### config.mk
export PLATFORM = sky130hd
export DESIGN_NAME = debounce_sync
export DESIGN_NICKNAME = d
export VERILOG_FILES = /design/src/rtl/debounce_sync.sv
export SDC_FILE = /design/constraint.sdc
export NUM_CORES = 1
export LEC_CHECK = 0
export ABC_AREA = 1
export BUFFER_PORTS_ARGS = -buffer_cell sky130_fd_sc_hd__buf_4
export CAP_MARGIN = 20
export CELL_PAD_IN_SITES_DETAIL_PLACEMENT = 0
export CELL_PAD_IN_SITES_GLOBAL_PLACEMENT = 1
export CORE_MARGIN = 2
export CORE_UTILIZATION = 45
export CTS_CLUSTER_DIAMETER = 60
export CTS_CLUSTER_SIZE = 24
export DETAILED_ROUTE_END_ITERATION = 12
export PLACE_DENSITY_LB_ADDON = 0.1
export RECOVER_POWER = 100
export SLEW_MARGIN = 15
export SYNTH_ARGS = -nofsm -noshare
export SYNTH_HDL_FRONTEND = slang
export SYNTH_SLANG_ARGS = --single-unit
### constraint.sdc
create_clock -name clk -period 2.2 [get_ports clk]
set_input_delay 0.22 -clock clk [delete_from_list [all_inputs] [get_ports clk]]
set_output_delay 0.22 -clock clk [all_outputs]
set_load 0.01 [all_outputs]
### src/rtl/debounce_sync.sv
// rtl/debounce_sync.sv - synchronizer plus stability-counter debouncer for a raw async input.
// Optional DEBOUNCE_EDGE_EN builds registered one-cycle rise/fall pulses; otherwise they are tied to 0.
module debounce_sync #(
  parameter int   SYNC_STAGES = 2,
  parameter int   STABLE_CNT  = 50000,
  parameter int   CNT_W       = 16,
  parameter logic RST_VAL     = 1'b0
) (
  input  logic clk,
  input  logic rst,
  input  logic din,
  output logic dout,
  output logic busy,
  output logic rise,
  output logic fall
);

  localparam logic [CNT_W-1:0] LP_LAST = CNT_W'(STABLE_CNT - 1);

  logic [SYNC_STAGES-1:0] r_sync;
  logic [CNT_W-1:0]       r_cnt;
  logic                   r_dout;
  logic                   r_busy;

  logic             w_s;
  logic             w_mismatch;
  logic             w_update;
  logic [CNT_W-1:0] w_cnt_nxt;

  assign w_s = r_sync[SYNC_STAGES-1];

  always_ff @(posedge clk or posedge rst) begin
    if (rst) begin
      r_sync <= {SYNC_STAGES{RST_VAL}};
    end else begin
      r_sync <= {r_sync[SYNC_STAGES-2:0], din};
    end
  end

  // Any cycle of agreement drops all progress; reaching the last count commits the new level.
  always_comb begin
    w_mismatch = w_s ^ r_dout;
    w_update   = 1'b0;
    w_cnt_nxt  = '0;
    if (w_mismatch) begin
      if (r_cnt == LP_LAST) begin
        w_update = 1'b1;
      end else begin
        w_cnt_nxt = r_cnt + CNT_W'(1);
      end
    end
  end

  always_ff @(posedge clk or posedge rst) begin
    if (rst) begin
      r_cnt  <= '0;
      r_busy <= 1'b0;
      r_dout <= RST_VAL;
    end else begin
      r_cnt  <= w_cnt_nxt;
      r_busy <= (w_cnt_nxt != '0);
      if (w_update) begin
        r_dout <= w_s;
      end
    end
  end

  assign dout = r_dout;
  assign busy = r_busy;

`ifdef DEBOUNCE_EDGE_EN
  logic r_rise;
  logic r_fall;

  always_ff @(posedge clk or posedge rst) begin
    if (rst) begin
      r_rise <= 1'b0;
      r_fall <= 1'b0;
    end else begin
      r_rise <= w_update & w_s;
      r_fall <= w_update & ~w_s;
    end
  end

  assign rise = r_rise;
  assign fall = r_fall;
`else
  assign rise = 1'b0;
  assign fall = 1'b0;
`endif

endmodule
# Word level (Yosys, flattened, before mapping)
# Cells that the tools add are included.
[totals]
regBits = 20
inputBits = 3
elab_cells = 12
[op_classes]
add_sub_neg = 1
eq_ne = 1
mux = 4
bitwise = 1
reduce_logical = 1
[ops]
columns = ["op", "count"]
rows = [
  ["16-bit two-way mux", 2],
  ["16-bit by 1-bit adder with 16-bit output, second input constant", 1],
  ["16-bit equality test, second input constant", 1],
  ["16-bit nonzero test", 1],
  ["1-bit two-way mux", 2],
  ["1-bit XOR", 1],
]

# Logic depth before layout (Yosys ltp)
# Gate-level depths: netlist of the first run.
[depth]
ltp_word = 4
mapped_depth = 10
mapped_depth_nobuf = 10

# Least setup slack after synthesis of the first run
# No wires, ideal clock.
[synth_path]
path_kind = "register -> register"
from = "reg r_cnt[0]"
to = "reg r_busy (netlist: busy)"
setup_ns = 0.125
t_arrival_ns = 1.366
required_time_ns = 2.075
setup_slack_ns = 0.708
stages_incl_launch_ff = 9
path_buffers = 0
period_less_slack_ns = 1.492
path_cell_list = "dfrtp_1 > ha_1 > nand3_2 > nor2_1 > nand2_1 > nand3_1 > nand3_1 > nor2_1 > nand3_1"
[synth_between]
elab_chain_cells = 4
elab_cells_between_ends = 5
[synth_lines]
columns = ["item", "line_no", "source"]
rows = [
  ["start, declared", "21", "logic [CNT_W-1:0] r_cnt;"],
  ["start signal, assigned", "60", "r_cnt <= w_cnt_nxt;"],
  ["16-bit by 1-bit adder with 16-bit output / 16-bit equality test (equally long branches)", "49, 46", ""],
  ["16-bit two-way mux *", "46", "if (r_cnt == LP_LAST) begin"],
  ["16-bit two-way mux *", "45", "if (w_mismatch) begin"],
  ["16-bit nonzero test *", "61", "r_busy <= (w_cnt_nxt != '0);"],
  ["end signal, assigned", "61", ""],
  ["end, declared", "23", "logic r_busy;"],
]
# Mark *: on every way between the ends. The rest lies on a longest branch, timed or not.
# A chain may end at the register's enable or synchronous reset.

# Worst setup path after layout of the first run
# Same ends and word-level chain as after synthesis.

==> out/summary.txt, run 1 <==
Post-DR vias/cell: 5.223
Pleak: 0.6862 nW
ANT cells: 0
FILL cells: 247
Final setup viols: 0
Gr ovfl total: 0
Yosys Warn Count: 0
Crit path launch type: register
Routed wire length: 2635 um
Maximum number of pins on one net before global-route repair: 21
Yosys cell types: 23
Site Rows: 18
WP data required: 2.45 ns
Layout area overhead: 7.459%
IO Pins: 7
Number of max-cap violations: 0
Initial core utilization: 47.15%
Setup bufs post-CTS: 0
Die ar.: 2994 um2
Htree depth: 1
Vias in the first global route: 940
Reg2Reg Depth: 8
Gr usage total: 21.00%
# nets final: 172
Ys flop type: dfrtp_1
Sink Count: 20
Post-layout min period: 1.836 ns
Final hold vios: 0
Core box area: 2455 um2
Max transition margin: 48.78%
Critical-path maximum fanout: 6
Final period util: 83.45%
Arr. time, crit path: 2.09 ns
EDFF count, synth: 0
Mapped cell area: 1157 um2
Die height: 54.72 um
Placer Congestion: 0.8164
Max Clock Freq: 544.7 MHz
CP Class: reg2reg
Detail Route Antenna Nets: 0
Ranking of synthesized cells by area: dfrtp_1 (43%), nand2_1 (13%), inv_1 (9.4%)
DRT Pass-1 Iters: 4
Worst-path clk slew: 0.12 ns
Final WS setup: 0.3641 ns
Setup crit end kind: register
Status: completed
CTS buffer count: 3
Fin Setup TNS: 0 ns
Worst vdd ir: 386.2 uV
Worst-Skew Late Latency: 0.31 ns
Worst-Margin Slew: 0.7675 ns
Layout cell share with drive strength beyond 1: 7.784%
R2r endpoint: busy
RSZ-0062 raised after global routing: false
Power Density: 520.8 nW/um2
Initial DRC Count: 18
Leading cell type in the layout, fill and taps excluded: nand2_1
CTS root buf: clkbuf_4
Initial antenna violation count: 0
Largest area contributor in the synthesized netlist: dfrtp_1
R2r setup slk: 0.36 ns
Register bit total from synthesis: 20
WL per Instance: 13.38 um
Post-synthesis sequential area ratio: 43.24%
Share of the synthesized area in the top cell type: 43.24%
Hold Crit Class: in2async
Synth async-reset ratio: 100.0%
Die Span X: 54.72 um
Sequential Area: 500.5 um2
Final Max Slew Viols: 0
R2r startpoint: r_cnt[0]
Avg Cell Area, Syn: 7.325 um2
Hpwl dp: 2001 um
Multi-input gate area: 516.7 um2
Dpl ws: 0.4120 ns
Port bufs: 4
Via Count: 1029
Clk buf depth: 2
Most frequent cells in the layout: nand2_1 (39), inv_1 (29), nor2_1 (22)
Mapped Cells: 158
First-pass GRT wire length: 4353 um
CTS tree: built
Worst Skew: 0.006416 ns
CTS resizes: 0
Drt drc: 0
worst max-delay path: stages (launching register included):
cell and delay, ns:
dfrtp_1 0.43, ha_1 0.23, nand3_1 0.16, nor2_1 0.08, a21oi_1 0.45, nand3_1 0.19, nand2_1 0.11, nor2_1 0.05
nand3_1 0.07
layout make-up:
type | instances | area share (%)
Inverter | 30 | 9.054
Sequential cell | 20 | 40.24
Tap cell | 30 | 3.018
Timing Repair Buffer | 6 | 3.219
Clock buffer | 4 | 2.918
Multi-Input combinational cell | 107 | 41.55
synth_stat cells, types with 2 or more instances:
master and number:
o21ai_0 3, xor2_1 3, nand2_1 39, o21bai_1 2, a21oi_1 2, nand3_1 15
o21ai_1 2, dfrtp_1 20, nor2_1 22, nor2_2 2, inv_1 29, buf_4 2
nand4_1 7
worst max path at each step:
stage              from   end  slack [ns]
6_report       r_cnt[0]  busy        0.36
3_3_place_gp   r_cnt[0]  busy        0.49
5_1_grt        r_cnt[0]  busy        0.23
2_1_floorplan  r_cnt[0]  busy        0.71
3_5_place_dp   r_cnt[0]  busy        0.41
4_1_cts        r_cnt[0]  busy        0.39
flip-flops by register name, indices dropped and copies added (netlist names):
| name | count |
|---|---|
| dout | 1 |
| r_cnt | 16 |
| busy | 1 |
| r_sync | 2 |
metrics by stage:
| stage | power (mW) | cells | hold WS, ns | instance area, um2 | util (%) |
|---|---|---|---|---|---|
| 2_1_floorplan | 0.4183 | 159 | 0.1838 | 1161 | - |
| 3_3_place_gp | 0.4331 | 192 | 0.3297 | 1221 | 49.75 |
| 3_5_place_dp | 0.4347 | 192 | 0.3308 | 1221 | 49.75 |
| 4_1_cts | 0.6513 | 196 | 0.004776 | 1257 | 51.22 |
| 5_1_grt | 0.6699 | 197 | 0.1230 | 1244 | 50.66 |
| 6_report | 0.6477 | 197 | 0.03412 | 1244 | 50.66 |
cells by family (layout without fill, tap and decap cells):
logic type	after synthesis	after routing	share of synthesized area, %
and+or+nand+nor	88	88	33.30
buffers and inverters	32	40	11.03
DFF	20	20	43.24
AOI/OAI and AO/OA	11	11	6.378
xor gates and xnor gates	4	4	3.676
adders and majority gates	1	1	1.081
other	1	2	0.3240
muxes	1	1	0.9729
routing by layer:
layer	wire, um	up-vias	track usage, %	part of all wire (%)
met4	40	0	7.500	1.5
met3	96	5	2.459	3.6
met2	1276	21	33.93	48
met5	0	-	0	0
li1	-	507	-	-
met1	1221	496	28.79	46
power by group:
group	switching, mW	leakage [nW]	total (mW)	internal, mW
clock network	0.122	0.0210	0.223	0.101
logic	0.0274	0.395	0.0416	0.0141
registers	0.00670	0.270	0.383	0.376
total	0.156	0.686	0.648	0.491
repair_timing:
item	4_1_cts	5_1_grt
hold buffers	0	1
hold endpoints to repair	0	1
endpoints found under the setup margin	0	0
Power figures use the tool's default switching activity.
==> run 2: changes to the inputs <==
--- a/config.mk
+++ b/config.mk
@@ -5,7 +5,7 @@
 export SDC_FILE = /design/constraint.sdc
 export NUM_CORES = 1
 export LEC_CHECK = 0
-export ABC_AREA = 1
+export ABC_AREA = 0
 export BUFFER_PORTS_ARGS = -buffer_cell sky130_fd_sc_hd__buf_4
 export CAP_MARGIN = 20
 export CELL_PAD_IN_SITES_DETAIL_PLACEMENT = 0
==> constraint.sdc (replaced) <==
create_clock -name clk -period 1.9 [get_ports clk]
set_input_delay 0.19 -clock clk [delete_from_list [all_inputs] [get_ports clk]]
set_output_delay 0.19 -clock clk [all_outputs]
set_load 0.01 [all_outputs]
==> run 2 against run 1 <==
  * The flow now finishes with violations (negative setup slack)
  * Critical path depth down 2
  * Cell count down 6.6%
  * Total power up 34%
  * Maximum frequency down 11%
  * Sequential cell count unchanged
  * Design area up 19%
  * Global-route usage down 1.3 points
  * Clock power up 58%
  * Routed wire length down 6.5%
  * Register-to-register slack worse by 0.52 ns
  * Critical endpoint unchanged
  * Largest power group unchanged
  * Highest routed layer unchanged
==> out/summary.txt, run 2 <==
Part of the power in registers: 51.1% (-8.0 points)
Ys flop type: dfrtp_1
Largest area contributor in the synthesized netlist: dfrtp_1
Int Pwr: 684.0 uW (+39%)
Switch share: 21.22% (-2.9 points)
Gr usage total: 19.73% (-1.3 points)
Crit path launch type: register
Mux contribution to synthesized area: 1.010% (+0.037 points)
Die height: 53.78 um (-1.7%)
Clock power frac: 40.5% (+6.0 points)
Yosys cell types: 33 (+43%)
Post-synthesis adder-cell area fraction: 1.122% (+0.041 points)
Mapped Cells: 117 (-26%)
Final Total Pwr: 868.3 uW (+34%)
# nets final: 159 (-7.6%)
Drt drc: 0 (unchanged)
Initial antenna violation count: 0 (unchanged)
Post-layout util: 61.63% (+11 points)
First-pass GRT wire length: 4084 um (-6.2%)
Worst-Margin Slew: 0.7834 ns (+0.01585 ns)
Register bit total from synthesis: 20 (unchanged)
Max reg flops: 16 (unchanged)
FILL cells: 210 (-15%)
Max transition margin: 47.72% (-1.1 points)
CTS root buf: clkbuf_4
Hpwl dp: 1789 um (-11%)
Post-synthesis sequential area ratio: 44.89% (+1.7 points)
Final Max Slew Viols: 0 (unchanged)
Fin cells: 184 (-6.6%)
Layout cell share with drive strength beyond 1: 35.06% (+27 points)
ANT cells: 0 (unchanged)
Final WS setup: -0.1518 ns (-0.5159 ns)
Initial core utilization: 46.26% (-0.88 points)
Sequential Area: 503.0 um2 (+0.50%)
Die Span X: 53.78 um (-1.7%)
Multi-input gate area: 593.1 um2 (+15%)
Post-DR vias/cell: 4.984 (-4.6%)
Initial DRC Count: 18 (unchanged)
Site Rows: 18 (unchanged)
Via Count: 917 (-11%)
Max Clock Freq: 487.4 MHz (-11%)
Gr ovfl total: 0 (unchanged)
Vias in the first global route: 923 (-1.8%)
Detail Route Antenna Nets: 0 (unchanged)
Worst vdd ir: 522.6 uV (+35%)
Slowest cell on crit path: or4_1
Maximum number of pins on one net before global-route repair: 21 (unchanged)
P_sw: 184.2 uW (+18%)
DP Cell Count: 172 (-10%)
Setup crit end kind: register
Htree depth: 1 (unchanged)
CP Class: reg2reg
Core box area: 2410 um2 (-1.8%)
Mapped cell area: 1115 um2 (-3.7%)
Final setup viols: 1 (+1)
Worst-Skew Late Latency: 0.30 ns (about the same)
Hold Crit Class: in2async
Die ar.: 2892 um2 (-3.4%)
Placer Congestion: 0.8329 (+2.0%)
Worst path cell trace: buf_4 -> nor4bb_1 -> nand4_1 -> nand2_1 -> nor2_1 -> or4_1
Clk buf depth: 2 (unchanged)
WHS: 0.02036 ns (-0.01376 ns)
Sink Count: 20 (unchanged)
Pleak: 0.7070 nW (+3.0%)
Simple-Gate Fraction of Synth Area: 29.97% (-3.3 points)
Layout area overhead: 33.22%
Buf/Inv on CP: 1 (+1)
Worst-path clk slew: 0.12 ns (about the same)
DRT Pass-1 Iters: 4 (unchanged)
Ranking of synthesized cells by area: dfrtp_1 (45%), xor2_1 (7.9%), nor2_1 (6.7%)
Logic pwr share: 8.3% (+1.9 points)
Biggest regs: r_cnt (16), r_sync (2)
CTS tree: built
Final hold vios: 0 (unchanged)
RSZ-0062 raised after global routing: true
Top reg by flops: r_cnt
Routed wire length: 2463 um (-6.5%)
Status: finished, violations left
Share of the synthesized area in the top cell type: 44.89% (+1.7 points)
Final period util: 108.0% (+25 points)
Yosys Warn Count: 0 (unchanged)
EDFF count, synth: 0 (unchanged)
Arr. time, crit path: 2.24 ns (+0.15 ns)
Port bufs: 4 (unchanged)
IO Pins: 7 (unchanged)
Slowest stage delay, CP: 0.51 ns (+0.06 ns)
Post-layout min period: 2.052 ns (+0.2159 ns)
Crit path max-delay family: simple AND/OR/NAND/NOR gates
Synth top cells by count: dfrtp_1 (20), nor2_1 (20), nand2_1 (11)
WL per Instance: 13.39 um (about the same)
Main combinational cell family by area after synthesis: simple AND/OR/NAND/NOR gates
Post-synthesis compound-gate area fraction: 3.704% (-2.7 points)
Avg Cell Area, Syn: 9.528 um2 (+30%)
WP data required: 2.09 ns (-0.36 ns)
Synth async-reset ratio: 100.0% (unchanged)
Most frequent cells in the layout: buf_4 (34), nor2_1 (20), dfrtp_1 (18)
Failing checks: negative setup slack
Leading cell type in the layout, fill and taps excluded: buf_4
Critical-path maximum fanout: 4 (-2)
CTS buffer count: 3 (unchanged)
XOR/XNOR share of the synthesized area: 13.36% (+9.7 points)
Worst Skew: 0.002447 ns (-0.003969 ns)
Number of max-cap violations: 0 (unchanged)
Power Density: 584.6 nW/um2 (+12%)
==> run 2: cell types whose count changed after synthesis, sizes merged, moves of 3 or more <==
cell / delta
xnor2: +7
buf: +3
nand2: -28
o21ai: -4
inv: -27
nand3: -8
nor3: +4
nor2: -4
and2: +3
xor2: +6
==> run 2: worst reg2reg max path: cells and delay by family, from the launching register on <==
| family | cells | cell delay (ns) |
|---|---|---|
| buffers and inverters | 1 | 0.16 |
| DFF | 1 | 0.43 |
| and+or+nand+nor | 5 | 1.35 |
==> run 2: worst paths after layout <==
check	start	endpoint	slack, ns	depth (start not counted)
min in group clk	r_sync[0]	r_sync[1]	0.37	0
worst min register to register	r_sync[0]	r_sync[1]	0.37	0
worst max-delay path	r_cnt[10]	busy	-0.15	6
worst max register to register	r_cnt[10]	busy	-0.15	6
worst min-delay path	rst	dout	0.02	2
max in group asynchronous	rst	r_cnt[7]	1.35	2
==> run 2: area by class of cell <==
type / count / area share, %
Sequential cell: 20 / 33.87
Clock buffer: 3 / 1.516
Inverter: 3 / 0.7582
Tap cell: 30 / 2.527
Multi-Input combinational cell: 88 / 39.93
Clock inverter: 1 / 2.022
Timing Repair Buffer: 39 / 19.38
==> run 2: logic make-up (layout without fill, tap and decap cells) <==
| group | count (synthesis) | count (layout) |
|---|---|---|
| flip-flops | 20 | 20 |
| adder cells (fa/ha/maj) | 1 | 1 |
| other | 1 | 2 |
| multiplexers | 1 | 1 |
| AND/OR/NAND/NOR | 62 | 62 |
| XOR/XNOR | 17 | 17 |
| buffers and inverters | 10 | 46 |
| AO/OA/AOI/OAI | 5 | 5 |
==> run 2: per-layer routing <==
metal | up-vias | global-route usage (%) | share of wire, %
met1 | 428 | 24.22 | 48
li1 | 471 | - | -
met4 | 0 | 6.410 | 0.37
met3 | 2 | 2.500 | 2.4
met2 | 16 | 35.37 | 50
met5 | - | 0 | 0
==> run 2: repair_timing <==
| action | CTS | global route |
|---|---|---|
| setup buffers | 6 | 1 |
| setup endpoints to repair | 1 | 1 |
| gates cloned | 0 | 0 |
| endpoints found under the hold margin | 1 | 0 |
| gates resized for setup | 7 | 0 |
| hold buffers | 1 | 0 |
| pin swaps | 3 | 0 |
==> run 2: power by group through the flow <==
stage               Sequential (mW)  Combinational, mW  Clock [mW]
detailed placement            0.452             0.0629           0
finish                        0.444             0.0721       0.352
CTS                           0.444             0.0731       0.355
global route                  0.445             0.0824       0.373
floorplan                     0.453             0.0323           0
global placement              0.451             0.0618           0
==> run 2: metrics by stage <==
stage                     setup slack (ns)  cell area (um2)  setup TNS, ns
after floorplan                   -0.09836             1124       -0.09836
after global placement             -0.1028             1343        -0.1028
after detailed placement           -0.1368             1343        -0.1368
after CTS                         -0.06916             1485       -0.06916
after global routing               -0.2787             1485        -0.2787
final                              -0.1518             1485        -0.1518
==> run 3: changes to the inputs <==
--- a/config.mk
+++ b/config.mk
@@ -10,6 +10,7 @@
 export CAP_MARGIN = 20
 export CELL_PAD_IN_SITES_DETAIL_PLACEMENT = 0
 export CELL_PAD_IN_SITES_GLOBAL_PLACEMENT = 1
+export CORE_ASPECT_RATIO = 1.75
 export CORE_MARGIN = 2
 export CORE_UTILIZATION = 45
 export CTS_CLUSTER_DIAMETER = 60
==> constraint.sdc (replaced) <==
create_clock -name clk -period 1.9 [get_ports clk]
set_input_delay 0.19 -clock clk [delete_from_list [all_inputs] [get_ports clk]]
set_output_delay 0.19 -clock clk [all_outputs]
set_load 0.05 [all_outputs]
==> run 3 against run 2 <==
  * The flow still finishes with violations (negative setup slack)
  * Cell count shrank 4.3%
  * Clock skew is essentially flat
  * Total power grew 9.7%
  * Design area shrank 0.50%
  * Utilization grew 1.8 points
  * First-iteration DRC count grew 67%
  * Non-clock buffer count shrank 3
  * Sequential share of layout area is essentially flat
  * Register-to-register slack is essentially flat
  * Largest power group unchanged
==> out/summary.txt, run 3 (synthesis gave the netlist of run 2 again) <==
Worst vdd ir: 540.5 uV (+3.4%)
Final WS setup: -0.1526 ns (-0.0007450 ns)
Multi-input gate area: 596.8 um2 (+0.63%)
# nets final: 156 (-1.9%)
Vias in the first global route: 1019 (+10%)
Final setup viols: 1 (unchanged)
Routed wire length: 2545 um (+3.3%)
Sequential Area: 500.5 um2 (-0.50%)
Worst-Skew Late Latency: 0.25 ns (-0.05 ns)
Final period util: 108.0% (about the same)
ANT cells: 0 (unchanged)
Layout cell share with drive strength beyond 1: 33.11% (-2.0 points)
CP Class: reg2reg
Number of max-cap violations: 0 (unchanged)
Maximum number of pins on one net before global-route repair: 21 (unchanged)
Top reg by flops: r_cnt
Clock power frac: 44.4% (+3.9 points)
Final Max Slew Viols: 0 (unchanged)
Fin Setup TNS: -0.1526 ns (-0.0007450 ns)
Switch share: 21.28% (+0.065 points)
R2r setup slk: -0.15 ns (about the same)
Hold Crit Class: in2reg
RSZ-0062 raised after global routing: true
DP Cell Count: 167 (-2.9%)
Final instance area: 1478 um2 (-0.50%)
Initial antenna violation count: 0 (unchanged)
Int Pwr: 749.9 uW (+9.6%)
Hpwl dp: 1945 um (+8.7%)
Max Clock Freq: 487.2 MHz (about the same)
FILL cells: 200 (-4.8%)
Max reg flops: 16 (unchanged)
Worst-path clk slew: 0.08 ns (-0.04 ns)
Die ar.: 2907 um2 (+0.54%)
Site Rows: 23 (+5)
WP data required: 2.03 ns (-0.06 ns)
Core box area: 2331 um2 (-3.3%)
CTS root buf: clkbuf_8
Layout area overhead: 32.55%
Crit path launch type: register
Arr. time, crit path: 2.18 ns (-0.06 ns)
CTS tree: built
Worst-Margin Slew: 0.7622 ns (-0.02117 ns)
Htree depth: 1 (unchanged)
Gr ovfl total: 0 (unchanged)
Post-CTS Hold Buffers: 0 (-1)
WL per Instance: 14.46 um (+8.0%)
Gr usage total: 18.94% (-0.79 points)
Die height: 69.85 um (+30%)
Pleak: 0.6994 nW (-1.1%)
Failing checks: negative setup slack
IO Pins: 7 (unchanged)
Clk buf depth: 2 (unchanged)
P_sw: 202.8 uW (+10%)
Post-layout min period: 2.053 ns (+0.0007450 ns)
CTS buffer count: 3 (unchanged)
Die Span X: 41.63 um (-23%)
Final Total Pwr: 952.7 uW (+9.7%)
Most frequent cells in the layout: buf_4 (31), nor2_1 (20), dfrtp_1 (20)
Max transition margin: 49.13% (+1.4 points)
Post-layout util: 63.39% (+1.8 points)
Post-DP Area: 1336 um2 (-0.47%)
Setup crit end kind: register
Final hold vios: 0 (unchanged)
Detail Route Antenna Nets: 0 (unchanged)
Initial core utilization: 47.83% (+1.6 points)
Fin cells: 176 (-4.3%)
Dpl ws: -0.2728 ns (-0.1360 ns)
WHS: 0.05804 ns (+0.03767 ns)
Logic pwr share: 9.2% (+0.9 points)
Biggest regs: r_cnt (16), r_sync (2)
Critical-path maximum fanout: 3 (-1)
Drt drc: 0 (unchanged)
Sink Count: 20 (unchanged)
Part of the power in registers: 46.4% (-4.7 points)
Post-DR vias/cell: 5.284 (+6.0%)
Port bufs: 4 (unchanged)
First-pass GRT wire length: 4229 um (+3.6%)
Initial DRC Count: 30 (+12)
Placer Congestion: 0.7614 (-8.6%)
Worst Skew: 0.001966 ns (-0.0004812 ns)
Status: finished, violations left
Power Density: 644.7 nW/um2 (+10%)
Via Count: 930 (+1.4%)
DRT Pass-1 Iters: 4 (unchanged)
Leading cell type in the layout, fill and taps excluded: buf_4
==> run 3: cell count changes in the layout (fill, tap and decap cells not counted), sizes merged <==
cell	before	now
buf	34	32
dlygate4sd3	1	0
==> run 3: power groups by stage <==
stage	clock network, mW	registers [mW]	logic, mW
after floorplan	0	0.461	0.0393
after global placement	0	0.451	0.0780
after detailed placement	0	0.451	0.0789
after CTS	0.430	0.441	0.0879
after global routing	0.450	0.443	0.0989
final	0.423	0.442	0.0880
==> run 3: path summary, 6_finish.rpt <==
check,startpoint,endpoint,depth (start not counted)
worst max-delay path,r_cnt[0],busy,7
worst min-delay path,din,r_sync[0],1
worst max register to register,r_cnt[0],busy,7
worst min register to register,r_sync[0],r_sync[1],0
max in group asynchronous,rst,r_cnt[4],2
min in group asynchronous,rst,r_sync[1],2
==> run 3: timing repair <==
action	CTS	global route
resized for setup	5	3
pin swaps	4	3
gates cloned	0	0
endpoints found under the setup margin	1	2
endpoints found under the hold margin	0	0
buffers inserted	7	0
==> run 3: critical path, stage by stage (launching register included) <==
cell and delay (ns):
dfrtp_1 0.40, ha_4 0.16, nand4_1 0.20, nor4_2 0.34, buf_4 0.17, xnor2_2 0.10
nor2_1 0.07, or4_1 0.49
==> run 3: area by class of cell <==
type                            count  area share [%]
Clock buffer                        3           2.794
Clock inverter                      1           2.032
Inverter                            3          0.7621
Multi-Input combinational cell     88           40.39
Sequential cell                    20           33.87
Tap cell                           25           2.117
Timing Repair Buffer               36           18.04
==> run 3: per-layer routing <==
layer	track usage (%)	share of wire, %
met4	8.961	0.98
met5	0	0
met2	36.63	59
met1	19.30	39
met3	1.563	1.0
